File: src/rtl/move_input_queue.sv
// Turns direction/start button levels into discrete move events with frame-timed
// auto-repeat, and buffers them in a small FIFO drained by a valid/ready handshake.
module move_input_queue #(
    parameter int DEPTH        = 4,
    parameter int REPEAT_DELAY = 20,
    parameter int REPEAT_RATE  = 6
) (
    input  logic       clk,
    input  logic       rst_n,
    input  logic       frame_tick,
    input  logic       enable,
    input  logic       btn_up,
    input  logic       btn_right,
    input  logic       btn_down,
    input  logic       btn_left,
    input  logic       btn_start,
    input  logic       move_ready,
    output logic       move_valid,
    output logic [1:0] move_dir,
    output logic       start_pulse,
    output logic [7:0] drop_count
);

    localparam int PTR_W = (DEPTH > 1) ? $clog2(DEPTH) : 1;
    localparam logic [PTR_W:0] DEPTH_C = (PTR_W + 1)'(DEPTH);
    localparam logic [5:0]     DELAY_C = 6'(REPEAT_DELAY);
    localparam logic [5:0]     RATE_C  = 6'(REPEAT_RATE);

    logic [3:0]       level;
    logic [3:0]       prev;
    logic [3:0]       press;
    logic             start_prev;

    logic [1:0]       hold_dir;
    logic             hold_active;
    logic [5:0]       rep_cnt;
    logic             rep_phase;

    logic [1:0]       mem [DEPTH];
    logic [PTR_W-1:0] rd_ptr;
    logic [PTR_W-1:0] wr_ptr;
    logic [PTR_W:0]   count;

    logic             press_any;
    logic [1:0]       press_dir;
    logic             hold_level;
    logic [5:0]       tick_cnt;
    logic [5:0]       rep_target;
    logic             rep_hit;
    logic             rep_fire;
    logic             ev_valid;
    logic [1:0]       ev_dir;
    logic             pop;
    logic             push;
    logic             drop;

    // Bit index of level/prev equals the direction code.
    assign level = {btn_left, btn_down, btn_right, btn_up};
    assign press = level & ~prev;

    always_comb begin
        press_any = |press;
        press_dir = 2'd0;
        if (press[0])      press_dir = 2'd0;
        else if (press[1]) press_dir = 2'd1;
        else if (press[2]) press_dir = 2'd2;
        else if (press[3]) press_dir = 2'd3;
    end

    assign hold_level = level[hold_dir];
    assign tick_cnt   = rep_cnt + 6'd1;
    assign rep_target = rep_phase ? RATE_C : DELAY_C;
    assign rep_hit    = hold_active && hold_level && frame_tick && (tick_cnt == rep_target);
    // A fresh press always wins over a repeat landing in the same cycle.
    assign rep_fire   = rep_hit && !press_any;

    assign ev_valid   = enable && (press_any || rep_fire);
    assign ev_dir     = press_any ? press_dir : hold_dir;

    assign move_valid = (count != '0);
    assign move_dir   = mem[rd_ptr];
    assign pop        = move_valid && move_ready;
    assign push       = ev_valid && ((count < DEPTH_C) || pop);
    assign drop       = ev_valid && !push;

    always_ff @(posedge clk) begin
        if (!rst_n) begin
            prev        <= 4'hF;
            start_prev  <= 1'b1;
            start_pulse <= 1'b0;
        end else begin
            prev        <= level;
            start_prev  <= btn_start;
            start_pulse <= btn_start && !start_prev && enable;
        end
    end

    always_ff @(posedge clk) begin
        if (!rst_n || !enable) begin
            hold_dir    <= 2'd0;
            hold_active <= 1'b0;
            rep_cnt     <= 6'd0;
            rep_phase   <= 1'b0;
        end else if (press_any) begin
            hold_dir    <= press_dir;
            hold_active <= 1'b1;
            rep_cnt     <= 6'd0;
            rep_phase   <= 1'b0;
        end else if (hold_active && !hold_level) begin
            hold_active <= 1'b0;
        end else if (hold_active && frame_tick) begin
            if (rep_hit) begin
                rep_cnt   <= 6'd0;
                rep_phase <= 1'b1;
            end else begin
                rep_cnt   <= tick_cnt;
            end
        end
    end

    // Storage is cleared on reset so the head reads as direction 0 afterwards.
    always_ff @(posedge clk) begin
        if (!rst_n) begin
            for (int i = 0; i < DEPTH; i++) mem[i] <= 2'd0;
            rd_ptr <= '0;
            wr_ptr <= '0;
            count  <= '0;
        end else if (!enable) begin
            rd_ptr <= '0;
            wr_ptr <= '0;
            count  <= '0;
        end else begin
            if (push) begin
                mem[wr_ptr] <= ev_dir;
                wr_ptr      <= wr_ptr + 1'b1;
            end
            if (pop) rd_ptr <= rd_ptr + 1'b1;
            case ({push, pop})
                2'b10:   count <= count + 1'b1;
                2'b01:   count <= count - 1'b1;
                default: count <= count;
            endcase
        end
    end

    always_ff @(posedge clk) begin
        if (!rst_n)                        drop_count <= 8'd0;
        else if (drop && drop_count != 8'hFF) drop_count <= drop_count + 8'd1;
    end

endmodule

File: config.mk
export PLATFORM = sky130hd
export DESIGN_NAME = move_input_queue
export DESIGN_NICKNAME = d
export VERILOG_FILES = /design/src/rtl/move_input_queue.sv
export SDC_FILE = /design/constraint.sdc
export NUM_CORES = 1
export LEC_CHECK = 0
export BUFFER_PORTS_ARGS = -buffer_cell sky130_fd_sc_hd__buf_2
export CORE_UTILIZATION = 57
export CTS_CLUSTER_DIAMETER = 100
export DETAILED_ROUTE_END_ITERATION = 10
export PLACE_DENSITY_LB_ADDON = 0.15
export SYNTH_ARGS = -nofsm -noshare
export SYNTH_HDL_FRONTEND = slang
export SYNTH_SLANG_ARGS = --single-unit
export TNS_END_PERCENT = 100
File: constraint.sdc
create_clock -name clk -period 3.6 [get_ports clk]
set_input_delay 0.36 -clock clk [delete_from_list [all_inputs] [get_ports clk]]
set_output_delay 0.36 -clock clk [all_outputs]
set_load 0.03 [all_outputs]
After elaboration in Yosys (flattened, before gate mapping). Memories as Yosys holds them, arrays and structs flattened. A register that Yosys moved wholly into a read port is not among the register bits. Index checks and enable logic that the tools add are counted.

Bitwise logic cells: 3. Add/subtract/negate cells: 6. Mux-type cells: 22. Equality and inequality tests: 4. Reduce and logical (&&, ||, !) cells: 31. $lt $le $gt $ge: 2.

Operators by type and width (number): 2-bit two-way mux (9); 1-bit logical AND (13); 1-bit two-way mux (9); 8-bit by 1-bit adder with 8-bit output (second input constant) (1); 8-bit inequality test (second input constant) (1); 6-bit by 1-bit adder with 6-bit output (second input constant) (1); 6-bit by 5-bit == test with 1-bit output (1); 1-bit logical NOT (6); 6-bit two-way mux (1); 3-bit case mux with 2 select lines (1); 5-bit two-way mux (1); 5-bit OR reduction (1); 2-bit by 1-bit adder with 2-bit output (second input constant) (2); 4-bit AND (1); 4-bit inverter (1); 2-bit AND reduction (2); 2-bit nonzero test (2); 4-bit OR reduction (1); 3-bit by 1-bit adder with 3-bit output (second input constant) (1); 1-bit logical OR (3); 2-bit by 3-bit < comparator with 1-bit output (second input constant) (1); 3-bit < comparator (second input constant) (1); 3-bit AND reduction (1); 3-bit nonzero test (1); other kinds (6) (6).

Memories: 1. RAM bits: 8. Logic and storage cells: 80. Register bits after elaboration: 31. Input bits: 10.

Memories: mem (depth 4, width 2, rd ports 1, clocked after Yosys merged registers in 1, write ports 4, RTL line 39) `logic [1:0] mem [DEPTH];`.

Logic depth before layout (Yosys ltp). Gate-level depths: netlist (run 1).

Word-level depth: 15. Mapped depth: 12.

Least setup slack after synthesis (run 1). Ideal clock, no wire load.

Path kind: flip-flop to flip-flop. Start: register rep_cnt[0]. End: register count[2]. Required time: 3529 ps. Arrival time: 2684 ps. Cell stages (with the launch flop): 13. Path slack: 845 ps. Cells stage by stage: dfxtp_1 > ha_1 > nand3_1 > xnor2_1 > mux2i_1 > a211o_1 > nand3_1 > ha_1 > inv_1 > fa_1 > xor2_1 > or3_1 > a21oi_1.

Longest elaborated chain between the ends: 9. Elaborated cells between the ends (all ways): 11.

Ends and longest elaborated chain: from (decl) (RTL line 36) `logic [5:0] rep_cnt;`; from (signal assigned) (RTL line 116) `rep_cnt <= tick_cnt;`; 6-bit by 1-bit adder with 6-bit output * (RTL line 71) `assign tick_cnt = rep_cnt + 6'd1;`; 6-bit by 5-bit == test with 1-bit output * (RTL line 73) `assign rep_hit = hold_active && hold_level && frame_tick && (tick_cnt == rep_target);`; 1-bit logical AND * (RTL line 73); 1-bit logical AND * (RTL line 75) `assign rep_fire = rep_hit && !press_any;`; 1-bit logical OR * (RTL line 77) `assign ev_valid = enable && (press_any || rep_fire);`; 1-bit logical AND * (RTL line 77); 1-bit logical AND * (RTL line 83) `assign push = ev_valid && ((count < DEPTH_C) || pop);`; 2-bit by 1-bit == test with 1-bit output or 2-bit == test (tied branches) (RTL line 138) `case ({push, pop})`; 3-bit case mux with 2 select lines or 2-bit nonzero test (tied branches); to (signal assigned) (RTL line 139) `2'b10: count <= count + 1'b1;`; to (signal assigned) (RTL line 140) `2'b01: count <= count - 1'b1;`; to (signal assigned) (RTL line 141) `default: count <= count;`; to (decl) (RTL line 42) `logic [PTR_W:0] count;`.

Every way passes the cells marked *; elsewhere a longest branch is shown, timed or not. A chain may end at the register's enable or synchronous reset.

Worst setup path in the final report (run 1). Ends and elaborated chain as after synthesis.

==> results.txt, run 1 <==
The run finished with clean final reports. The number of setup violations in the final report is 0. Leaving out fill and tap cells, the most frequent cell in the layout is sky130_fd_sc_hd__dfxtp_1. IR analysis of the VDD net gives a maximum drop of 345.9 µV. The count of nets left with antenna violations once routing finished came out at 0.

Counting the fill cells in the layout gives 269. Among all flip-flop cells after synthesis, the most frequent one is sky130_fd_sc_hd__dfxtp_1. The area of the die was 3596 µm²; the y dimension of the die was 59.97 µm.

For the routed wire length, the log shows 3640 µm. The run gives 0 as the initial antenna violation count. The critical path buffer and inverter count was 1. The critical path crosses 12 cells after its start point. A synthesized cell averages 9.254 µm². The kind of cell with the highest combined delay along the critical path is adder cells. The clock net in this run drives a total of 41 sinks.

The worst hold path was traced through 2 stages. TritonCTS built the clock tree. Max-cap violations in this run came to 0. The power density over cell area is 376.4 nW/µm². The design draws 0.7968 mW. The worst setup path is of the reg -> reg kind. After technology mapping, the gate count stands at 207. Dividing the detail-routed via count by the number of cells gives 5.726. Data on the critical path is required at its endpoint by 3.89 ns. The run gives 0 as the max-slew violation count. For the number of global-route vias before repair, the log shows 1,403. The floorplan has 20 rows. The cell leakage power is 0.7794 nW, and the pin count of the biggest net entering global routing is 20. After global routing the overflow that remains totals 0. The count of flip-flops with a built-in enable after synthesis was 8; the clock latency reported for the late side of the worst-skew pair was 0.37 ns. The violation count after the first detailed-route iteration was 51.

The run gives 0 as the final routed DRC violation total. In this run the deepest clock path goes through 2 buffers. The H-tree generated during clock tree synthesis spans 2 levels. After clock tree synthesis, the repair step resized 0 gates. The share of synthesized flip-flops with an asynchronous set or reset is 0, and the placeable core region is 3128 µm². The run gives 1916 µm² as the cell area after synthesis. The worst setup path is launched from a flip-flop. The final setup TNS was 0 ns; the average wire length per cell after detail routing was 13.28 µm. Data arrives at the worst endpoint at 3.46 ns. The worst register-to-register path has a setup slack of 0.43 ns.

The worst setup path is captured at a flip-flop. Longest individual stage delay on the worst path: 0.44 ns. Synthesis inferred 41 register bits. The maximum clock frequency was 315.9 MHz. 0 antenna diodes ended up in the layout. The logs give 2680 µm for the estimated wirelength of the detail-placed design and 4 for the total iterations of the first detailed-routing run. The via count of the routed design came out at 1,569. Buffers placed on the I/O ports in this run total 21. Walking the worst path, the cells encountered are ha_1 -> nand3_1 -> xnor2_1 -> mux2i_1 -> a211o_1 -> nand3_1 -> ha_1 -> inv_1 -> fa_1 -> xor2_1 -> or3_1 -> a21oi_1.

Count of boundary I/O pins: 22. The pin slew with the least headroom to its limit came out at 0.6640 ns. The relative max-transition margin was 0.5547; the clock transition at the registers of the reported paths was 0.13 ns.

For the hold violation count in the final report, the log shows 0. In this run the clock root is driven by a sky130_fd_sc_hd__clkbuf_4. Number of buffers inserted to repair setup after CTS: 0.

Measured in cells, the most critical reg-to-reg path has a length of 12. The clock arrives with 0.01169 ns of skew. Of all nets on the critical path, the largest fanout is 5. The library cells used most frequently in the layout, excluding fill and tap cells, are 33 x sky130_fd_sc_hd__dfxtp_1, 21 x sky130_fd_sc_hd__buf_2, 18 x sky130_fd_sc_hd__a21oi_1.

In this run the horizontal extent of the chip is 59.97 µm. Summing all placed instances gives a cell area of 2054 µm². The slowest cell on the critical path was sky130_fd_sc_hd__dfxtp_1. The tools report the finished layout cell area as 2117 µm².

The min-delay analysis places its worst path in the category in -> reg. The congestion estimate from routability-driven global placement came to 0.8168. The number of different library cells in the post-synthesis netlist was 42; the starting density of the core was 0.6124.

Setup repair after global routing left no endpoint under its margin. After clock tree synthesis, the flow added hold-fix buffers numbering 0. The share of the yosys chip area belonging to registers is 0.4703, and the total routing usage reported by global routing is 0.2291. During synthesis, Yosys emitted a total of 0 warnings. The number of nets produced by synthesis was 221. Buffers inserted during clock tree synthesis total 5. The share of layout cells above drive strength 1 works out to 0.1565.

Compared with the post-synthesis result, the final layout area differs by 10.52%. The first global-routing pass estimated 5982 µm of wire. The post-layout net count was 243; the time the worst path needs with I/O delays and setup was 3.166 ns. Fraction of the cycle the final worst path needs: 0.8794.
## cell type report
type	instances	area, µm²	area share
tap	44	55.05	0.02600
inverter	12	45.04	0.02128
clock inverter	3	25.02	0.01182
timing repair buffer	22	112.6	0.05319
sequential	41	900.9	0.4255
multi-input combinational	147	940.9	0.4444
clock buffer	5	37.54	0.01773
## cell usage after synthesis (all sizes together) (4+ instances only)
cell type / n / share of area
o31ai: 6 / 0.024
xor2: 4 / 0.018
a21oi: 18 / 0.047
nor2: 17 / 0.033
xnor2: 4 / 0.018
inv: 12 / 0.024
or4: 4 / 0.016
o21ai: 12 / 0.031
or3: 5 / 0.016
nand2b: 9 / 0.029
nor3: 5 / 0.013
dfxtp: 33 / 0.34
nand3: 13 / 0.034
edfxtp: 8 / 0.13
buf: 4 / 0.0091
nand2: 14 / 0.027
## routing by layer
layer | part of all wire | track usage
met1 | 0.46 | 0.2770
met2 | 0.48 | 0.3841
met3 | 0.047 | 0.07143
met4 | 0.013 | 0.07973
met5 | 0 | 0
## worst reg2reg max path: cells and delay by family (launching register included)
family	cells	cell delay, ns
fa+ha+maj	3	0.85
simple gates	3	0.67
compound gates	2	0.54
flops	1	0.44
xor+xnor	2	0.37
mux	1	0.16
buf+inv	1	0.07
## power by group
| part | total [mW] | switching (mW) | internal [mW] |
|---|---|---|---|
| registers | 0.485 | 0.00617 | 0.479 |
| logic | 0.0656 | 0.0425 | 0.0231 |
| clock network | 0.246 | 0.167 | 0.0796 |
| total | 0.797 | 0.215 | 0.581 |
## final timing paths
check,start,endpoint
max reg2reg,rep_cnt[0],count[2]
min reg2reg,start_prev,start_pulse
max,rep_cnt[0],count[2]
min,btn_start,start_prev
## cells by family after synthesis
| group | count (synthesis) | share of synthesized area |
|---|---|---|
| simple gates | 82 | 0.2299 |
| compound gates | 48 | 0.1555 |
| flops | 41 | 0.4703 |
| buf+inv | 19 | 0.03854 |
| xor+xnor | 8 | 0.03657 |
| mux | 5 | 0.03919 |
| fa+ha+maj | 4 | 0.03005 |
## metrics by stage
step,hold WS [ns],utilization,worst slack [ns],instances
after floorplan,0.3721,-,0.8450,207
after global placement,0.3805,0.6568,0.7039,266
after detailed placement,0.3876,0.6568,0.5231,266
after CTS,0.1757,0.6768,0.4768,274
after global routing,0.1702,0.6768,0.2687,274
final,0.1828,0.6768,0.4342,274
## state kept, by name, indices dropped and copies added (netlist names), 2 cells and up, named ones only
name	flops
hold_dir	2
drop_count	8
mem	8
rep_cnt	6
rd_ptr	2
count	3
prev	4
wr_ptr	2
Power figures use the tool's default switching activity.
==> run 2, diff against run 1 <==
--- a/config.mk
+++ b/config.mk
@@ -5,10 +5,11 @@
 export SDC_FILE = /design/constraint.sdc
 export NUM_CORES = 1
 export LEC_CHECK = 0
-export BUFFER_PORTS_ARGS = -buffer_cell sky130_fd_sc_hd__buf_2
+export BUFFER_PORTS_ARGS = -buffer_cell sky130_fd_sc_hd__buf_4
 export CORE_UTILIZATION = 57
 export CTS_CLUSTER_DIAMETER = 100
 export DETAILED_ROUTE_END_ITERATION = 10
+export HOLD_SLACK_MARGIN = 0.03
 export PLACE_DENSITY_LB_ADDON = 0.15
 export SYNTH_ARGS = -nofsm -noshare
 export SYNTH_HDL_FRONTEND = slang
==> run 2 against run 1 <==
  * Clock skew is 0.0029 ns lower
  * Critical path type unchanged
  * First-iteration DRC count up 63%
  * Global-route usage increased by 0.092 points
  * Register-to-register slack improved by 0.09 ns
  * Critical path depth did not move
  * Critical endpoint unchanged
  * Largest cell class unchanged
  * Via count rose by 0.13%
  * Die area did not move
  * Clock-buffer cell count unchanged
  * Utilization rose by 2.2 points
==> results.txt, run 2 (same netlist as run 1, synthesis figures left out) <==
The flow ran to the end, and the final reports show no timing, DRC or antenna violations. The average wire length per cell after detail routing is 13.45 µm (was 13.28 µm). The clock latency reported for the late side of the worst-skew pair is 0.36 ns (was 0.37 ns). The CTS root buffer is sky130_fd_sc_hd__clkbuf_4 (unchanged).

The hold violation count in the final report came out at 0 (unchanged). The sum of overflow across all layers after global routing came out at 0 (unchanged). The run gives 20 (unchanged) as the number of cell rows. Setup repair after global routing left no endpoint under its margin. Largest registers: drop_count (8), mem (8), rep_cnt (6) (unchanged). The hold buffer count at cts came out at 0 (unchanged). The number of buffers inserted to repair setup after CTS was 0 (unchanged); the initial antenna violation count was 0 (unchanged). The count of boundary I/O pins is 22 (unchanged).

The setup slack on the worst flop-to-flop path is 0.53 ns (was 0.43 ns), and the maximum clock skew at final layout is 0.008755 ns (was 0.01169 ns). The y dimension of the die came out at 59.97 µm (unchanged). Depth of the most critical reg-to-reg path: 12 (unchanged). The tools report the total iterations of the first detailed-routing run as 4 (unchanged).

The tools report the source of the worst hold timing path as btn_start (unchanged). The finished layout cell area is 2186 µm² (was 2117 µm²). The worst path required time came out at 3.89 ns (about the same). The time the worst path needs with I/O delays and setup is 3.071 ns (was 3.166 ns). The number of global-route vias before repair was 1,437 (was 1,403); the CTS H-tree depth was 2 (unchanged).

The total routing usage reported by global routing is 0.2300 (was 0.2291). The start-to-end type of the worst setup path was reg -> reg (unchanged). The cell leakage power is 0.7940 nW (was 0.7794 nW), and the total clock sinks is 41 (unchanged). Worst hold endpoint: start_prev (unchanged).

The violation count after the first detailed-route iteration came out at 83 (was 51). The pin slew with the least headroom to its limit is 0.6776 ns (was 0.6640 ns). The power density over cell area is 388.8 nW/µm² (was 376.4 nW/µm²), and the count of inserted antenna diode cells is 0 (unchanged).

For the area of the die, the log shows 3596 µm² (unchanged). The worst-path maximum fanout is 5 (unchanged). TritonCTS built the clock tree.

The pin count of the biggest net entering global routing was 20 (unchanged); the relative max-transition margin was 0.5456 (was 0.5547). The maximum clock insertion buffer count came out at 2 (unchanged). The quantity of I/O buffers inserted on ports is 21 (unchanged), and the post-layout worst setup margin is 0.5291 ns (was 0.4342 ns).

The total placed instance area was 2107 µm² (was 2054 µm²). The growth of design area from synthesis to finish came out at 14.11% (was 10.52%). Class of the worst hold path: in -> reg (unchanged).

Top library cells by usage in the layout, fill and taps aside: 33 x sky130_fd_sc_hd__dfxtp_1, 22 x sky130_fd_sc_hd__buf_4, 18 x sky130_fd_sc_hd__a21oi_1 (was 33 x sky130_fd_sc_hd__dfxtp_1, 21 x sky130_fd_sc_hd__buf_2, 18 x sky130_fd_sc_hd__a21oi_1). The capture point of the worst reg-to-reg path was count[2] (unchanged). The tools report the final weighted congestion of routability-driven global placement as 0.8448 (was 0.8168). The total power draw is 0.8498 mW (was 0.7968 mW). The post-layout net count was 243 (unchanged).

The run gives 0 (unchanged) as the final routed DRC violation total. The max-capacitance violation count was 0 (unchanged). Endpoint type of the worst setup path: a flip-flop (unchanged). The run gives 0 ns (unchanged) as the final setup TNS. The worst-case hold slack came out at 0.1875 ns (was 0.1828 ns). The via count of the routed design came out at 1,571 (was 1,569). The worst vdd rail ir drop is 269.1 µV (was 345.9 µV), and the estimated wirelength of the detail-placed design is 2738 µm (was 2680 µm).

The starting density of the core was 0.6124 (unchanged); the number of setup violations in the final report was 0 (unchanged). The share of layout cells above drive strength 1 was 0.1522 (was 0.1565); the mean number of vias per cell was 5.734 (was 5.726). For the count of nets left with antenna violations after detail routing, the log shows 0 (unchanged). The fraction of the cycle the final worst path needs works out to 0.8530 (was 0.8794). For the arrival time at the worst endpoint, the log shows 3.36 ns (was 3.46 ns). Critical register-to-register path startpoint: rep_cnt[0] (unchanged).

The startpoint kind of the worst setup timing path is a flip-flop (unchanged). For the routed wire length, the log shows 3685 µm (was 3640 µm). The max-slew violation count was 0 (unchanged). The run gives 0.5550 ns (was 0.5231 ns) as the pre-CTS worst setup slack. Leading cell type in the layout, fill and taps excluded: sky130_fd_sc_hd__dfxtp_1 (unchanged). The logs give 325.6 MHz (was 315.9 MHz) for the maximum clock frequency and 5 (unchanged) for the total CTS buffers. Number of gates resized after cts: 0 (unchanged). The die outline width is 59.97 µm (unchanged).

The clock transition at the registers of the reported paths is 0.12 ns (was 0.13 ns), and the worst hold path cell count is 2 (unchanged). The run gives 5982 µm (unchanged) as the wire length of the first global-routing pass. The placeable core region was 3128 µm² (unchanged).
run 2: cell types whose count changed in the layout (fill, tap and decap cells not counted):
cell	change
sky130_fd_sc_hd__clkinv_4	-1
sky130_fd_sc_hd__inv_6	-1
sky130_fd_sc_hd__buf_4	+21
sky130_fd_sc_hd__buf_2	-21
sky130_fd_sc_hd__bufinv_16	+1
sky130_fd_sc_hd__clkinv_1	+1
run 2: stage by stage:
step           instances    util
3_5_place_dp         266  0.6736
2_1_floorplan        207       -
6_report             274  0.6988
4_1_cts              274  0.6988
3_3_place_gp         266  0.6736
5_1_grt              274  0.6988
run 2: layer usage:
metal / vias to the layer above / track usage / routed length (µm)
met5: - / 0 / 0
met4: 0 / 0.1329 / 68
met3: 8 / 0.04545 / 142
met2: 42 / 0.3667 / 1729
met1: 732 / 0.2895 / 1745
li1: 789 / - / -
run 2: layout make-up:
cell class	count	area, µm²
Sequential cell	41	900.9
Clock buffer	5	37.54
Timing Repair Buffer	22	165.2
Inverter	12	45.04
Multi-Input combinational cell	147	940.9
Tap cell	44	55.05
Clock inverter	3	41.29
Fill cell	249	942.2
run 2: worst max-delay path by stage:
stage / end / from / slack (ns)
after global placement: count[2] / rep_cnt[0] / 0.70
after CTS: count[2] / rep_cnt[0] / 0.52
after global routing: count[2] / rep_cnt[0] / 0.31
final: count[2] / rep_cnt[0] / 0.53
after floorplan: count[2] / rep_cnt[0] / 0.85
after detailed placement: count[2] / rep_cnt[0] / 0.55
run 2: worst max-delay path, cell delays in order (launching register included):
cell and delay (ns):
sky130_fd_sc_hd__dfxtp_1 0.42, sky130_fd_sc_hd__ha_1 0.23, sky130_fd_sc_hd__nand3_1 0.15, sky130_fd_sc_hd__xnor2_1 0.21, sky130_fd_sc_hd__mux2i_1 0.17, sky130_fd_sc_hd__a211o_1 0.37
sky130_fd_sc_hd__nand3_1 0.18, sky130_fd_sc_hd__ha_1 0.21, sky130_fd_sc_hd__inv_1 0.06, sky130_fd_sc_hd__fa_1 0.38, sky130_fd_sc_hd__xor2_1 0.17, sky130_fd_sc_hd__or3_1 0.31
sky130_fd_sc_hd__a21oi_1 0.14
run 2: power by group:
| group | switching [mW] | internal (mW) |
|---|---|---|
| registers | 0.00608 | 0.479 |
| logic | 0.0423 | 0.0276 |
| clock network | 0.152 | 0.144 |
| total | 0.200 | 0.650 |
==> run 3, diff against run 2 <==
--- a/config.mk
+++ b/config.mk
@@ -6,7 +6,9 @@
 export NUM_CORES = 1
 export LEC_CHECK = 0
 export BUFFER_PORTS_ARGS = -buffer_cell sky130_fd_sc_hd__buf_4
-export CORE_UTILIZATION = 57
+export CELL_PAD_IN_SITES_DETAIL_PLACEMENT = 2
+export CELL_PAD_IN_SITES_GLOBAL_PLACEMENT = 2
+export CORE_UTILIZATION = 35
 export CTS_CLUSTER_DIAMETER = 100
 export DETAILED_ROUTE_END_ITERATION = 10
 export HOLD_SLACK_MARGIN = 0.03
==> run 3 against run 2 <==
  * Routed wire length increased by 31%
  * Clock skew decreased by 0.0053 ns
  * Clock power decreased by 2%
  * Combinational power increased by 5.0%
  * Maximum frequency decreased by 3.6%
  * Worst hold slack improved by 0.076 ns
  * Final cell count increased by 9.5%
  * Design area increased by 1.7%
  * Worst setup slack got worse by 0.11 ns
  * Sequential share of layout area decreased by 0.67 points
  * First-iteration DRC count decreased by 53%
  * Largest power group unchanged
  * Highest routed layer unchanged
==> results.txt, run 3 (same netlist as run 1, synthesis figures left out) <==
The initial antenna violation count is 0 (unchanged). Cells along the critical path: ha_1 -> nand3_1 -> xnor2_1 -> mux2i_1 -> a211o_1 -> nand3_1 -> ha_1 -> inv_1 -> fa_1 -> xor2_1 -> or3_1 -> a21oi_1 (unchanged). The count of nets left with antenna violations after detail routing was 0 (unchanged); the relative contribution of sequential cells to total power was 0.572 (was 0.570). The run gives 3.81 ns (was 3.89 ns) as the worst path required time. The worst hold path cell count is 2 (unchanged), and the share of power burned in combinational logic is 0.086 (was 0.082). The starting density of the core is 0.3680 (was 0.6124), and the maximum clock insertion buffer count is 2 (unchanged).

The worst-path maximum fanout was 5 (unchanged); the total routing usage reported by global routing was 0.1766 (was 0.2300). The tools report the violation count after the first detailed-route iteration as 39 (was 83). The slowest cell on the critical path was sky130_fd_sc_hd__dfxtp_1 (unchanged). The pin slew with the least headroom to its limit works out to 0.7094 ns (was 0.6776 ns).

The share of layout cells above drive strength 1 is 0.1522 (unchanged). The cell leakage power came out at 0.8001 nW (was 0.7940 nW). The hold violation count in the final report is 0 (unchanged), and the total CTS buffers is 5 (unchanged).

Setup repair after global routing left no endpoint under its margin. The logs give 0 (unchanged) for the final routed DRC violation total and 0 ns (unchanged) for the final setup TNS. The tools report the critical register-to-register path startpoint as rep_cnt[1] (was rep_cnt[0]). The final weighted congestion of routability-driven global placement was 0.7361 (was 0.8448); the average wire length per cell after detail routing was 16.04 µm (was 13.45 µm). The layout filler cell count is 575 (was 249), and the post-layout net count is 243 (unchanged).

The placeable core region came out at 5205 µm² (was 3128 µm²). The tools report the capture point of the worst reg-to-reg path as count[2] (unchanged). The start-to-end type of the worst setup path is reg -> reg (unchanged). Top library cells by usage in the layout, fill and taps aside: 33 x sky130_fd_sc_hd__dfxtp_1, 22 x sky130_fd_sc_hd__buf_4, 18 x sky130_fd_sc_hd__a21oi_1 (unchanged).

Depth of the most critical reg-to-reg path: 12 (unchanged). The tools report the total clock sinks as 41 (unchanged). For the pre-CTS worst setup slack, the log shows 0.4091 ns (was 0.5550 ns). The area of the multi-input gates is 940.9 µm² (unchanged), and the cell total after placement is 292 (was 266). The fraction of the cycle the final worst path needs is 0.8848 (was 0.8530).

The tools report the area taken by flip-flops and latches as 900.9 µm² (unchanged). The sum of overflow across all layers after global routing was 0 (unchanged); the internal power component was 0.6403 mW (was 0.6498 mW). The switching share of power was 0.2443 (was 0.2354).

The class of the worst hold path was in -> reg (unchanged). TritonCTS built the clock tree. Source of the worst hold timing path: btn_start (unchanged). The post-layout worst setup margin was 0.4146 ns (was 0.5291 ns); the clock transition at the registers of the reported paths was 0.08 ns (was 0.12 ns).

The endpoint type of the worst setup path is a flip-flop (unchanged). Largest registers: drop_count (8), mem (8), rep_cnt (6) (unchanged). Via count of the routed design: 1,609 (was 1,571). Largest delay contributor family on the critical path: adder cells (unchanged).

Number of setup violations in the final report: 0 (unchanged). The number of global-route vias before repair was 1,712 (was 1,437). The growth of design area from synthesis to finish was 16.00% (was 14.11%); the count of boundary I/O pins was 22 (unchanged).

The run gives 0.41 ns (was 0.53 ns) as the setup slack on the worst flop-to-flop path. The tools report the first element of the critical path as rep_cnt[1] (was rep_cnt[0]). For the CTS H-tree depth, the log shows 2 (unchanged).

The worst vdd rail ir drop was 152.8 µV (was 269.1 µV); the net switching power of the design was 0.2070 mW (was 0.2000 mW). The tools report the number of gates resized after cts as 0 (unchanged). The run finished with clean final reports.

The mean number of vias per cell came out at 5.363 (was 5.734). For the maximum clock skew at final layout, the log shows 0.003450 ns (was 0.008755 ns). The die outline width came out at 75.98 µm (was 59.97 µm). The logs give 0 (unchanged) for the hold buffer count at cts and 0 (unchanged) for the max-capacitance violation count. The quantity of I/O buffers inserted on ports is 21 (unchanged). The time the worst path needs with I/O delays and setup works out to 3.185 ns (was 3.071 ns). Max-slew violation count: 0 (unchanged).

The arrival time at the worst endpoint is 3.40 ns (was 3.36 ns). The wire length of the first global-routing pass is 8211 µm (was 5982 µm), and the number of cells in the finished layout apart from fillers is 300 (was 274). The run gives 0.5243 (was 0.5456) as the relative max-transition margin. The clock latency reported for the late side of the worst-skew pair was 0.28 ns (was 0.36 ns). The longest individual stage delay on the worst path is 0.41 ns (was 0.42 ns), and the y dimension of the die is 75.98 µm (was 59.97 µm). The leading cell type in the layout, fill and taps excluded is sky130_fd_sc_hd__dfxtp_1 (unchanged). The tools report the worst hold endpoint as start_prev (unchanged).

The power density over cell area is 381.3 nW/µm² (was 388.8 nW/µm²). The critical path buffer and inverter count works out to 1 (unchanged). The tools report the CTS root buffer as sky130_fd_sc_hd__clkbuf_8 (was sky130_fd_sc_hd__clkbuf_4). The run gives 0 (unchanged) as the number of buffers inserted to repair setup after CTS.

The logs give 20 (unchanged) for the pin count of the biggest net entering global routing and 0.341 (was 0.348) for the clock network fraction of total power. The startpoint kind of the worst setup timing path is a flip-flop (unchanged). The tools report the area of the die as 5773 µm² (was 3596 µm²). The count of inserted antenna diode cells was 0 (unchanged). The run gives 26 (was 20) as the number of cell rows. The total iterations of the first detailed-routing run is 4 (unchanged). The routed wire length is 4813 µm (was 3685 µm), and the estimated wirelength of the detail-placed design is 3670 µm (was 2738 µm).

The maximum clock frequency is 313.9 MHz (was 325.6 MHz).
run 3: area by class of cell:
type                            instances  area share
Sequential cell                        41      0.4054
Inverter                               12     0.02027
Tap cell                               70     0.03941
Clock buffer                            6     0.03266
Clock inverter                          2    0.004505
Multi-Input combinational cell        147      0.4234
Timing Repair Buffer                   22     0.07432
run 3: metrics by stage:
stage,power [mW],instance area (µm²),util,hold slack [ns]
CTS,0.8643,2222,0.4269,0.2598
floorplan,0.5401,1916,-,0.3721
finish,0.8473,2222,0.4269,0.2634
global route,0.8927,2222,0.4269,0.2616
global placement,0.5647,2140,0.4111,0.3775
detailed placement,0.5697,2140,0.4111,0.3874
run 3: layer usage:
layer / track usage / up-vias / part of all wire
li1: - / 783 / -
met1: 0.2134 / 798 / 0.45
met2: 0.3236 / 24 / 0.52
met3: 0.03234 / 4 / 0.031
met4: 0.04038 / 0 / 0.0046
met5: 0 / - / 0
run 3: power by group through the flow:
stage | clock [mW] | sequential (mW) | combinational (mW)
finish | 0.289 | 0.485 | 0.0733
global placement | 0 | 0.495 | 0.0699
CTS | 0.305 | 0.485 | 0.0741
global route | 0.326 | 0.486 | 0.0808
floorplan | 0 | 0.493 | 0.0473
detailed placement | 0 | 0.496 | 0.0736
run 3: worst max path at each step:
stage | endpoint | slack [ns] | cells past startpoint
global placement | count[2] | 0.67 | 12
CTS | count[2] | 0.37 | 12
floorplan | count[2] | 0.85 | 12
detailed placement | count[2] | 0.41 | 12
finish | count[2] | 0.41 | 12
global route | count[2] | 0.16 | 12
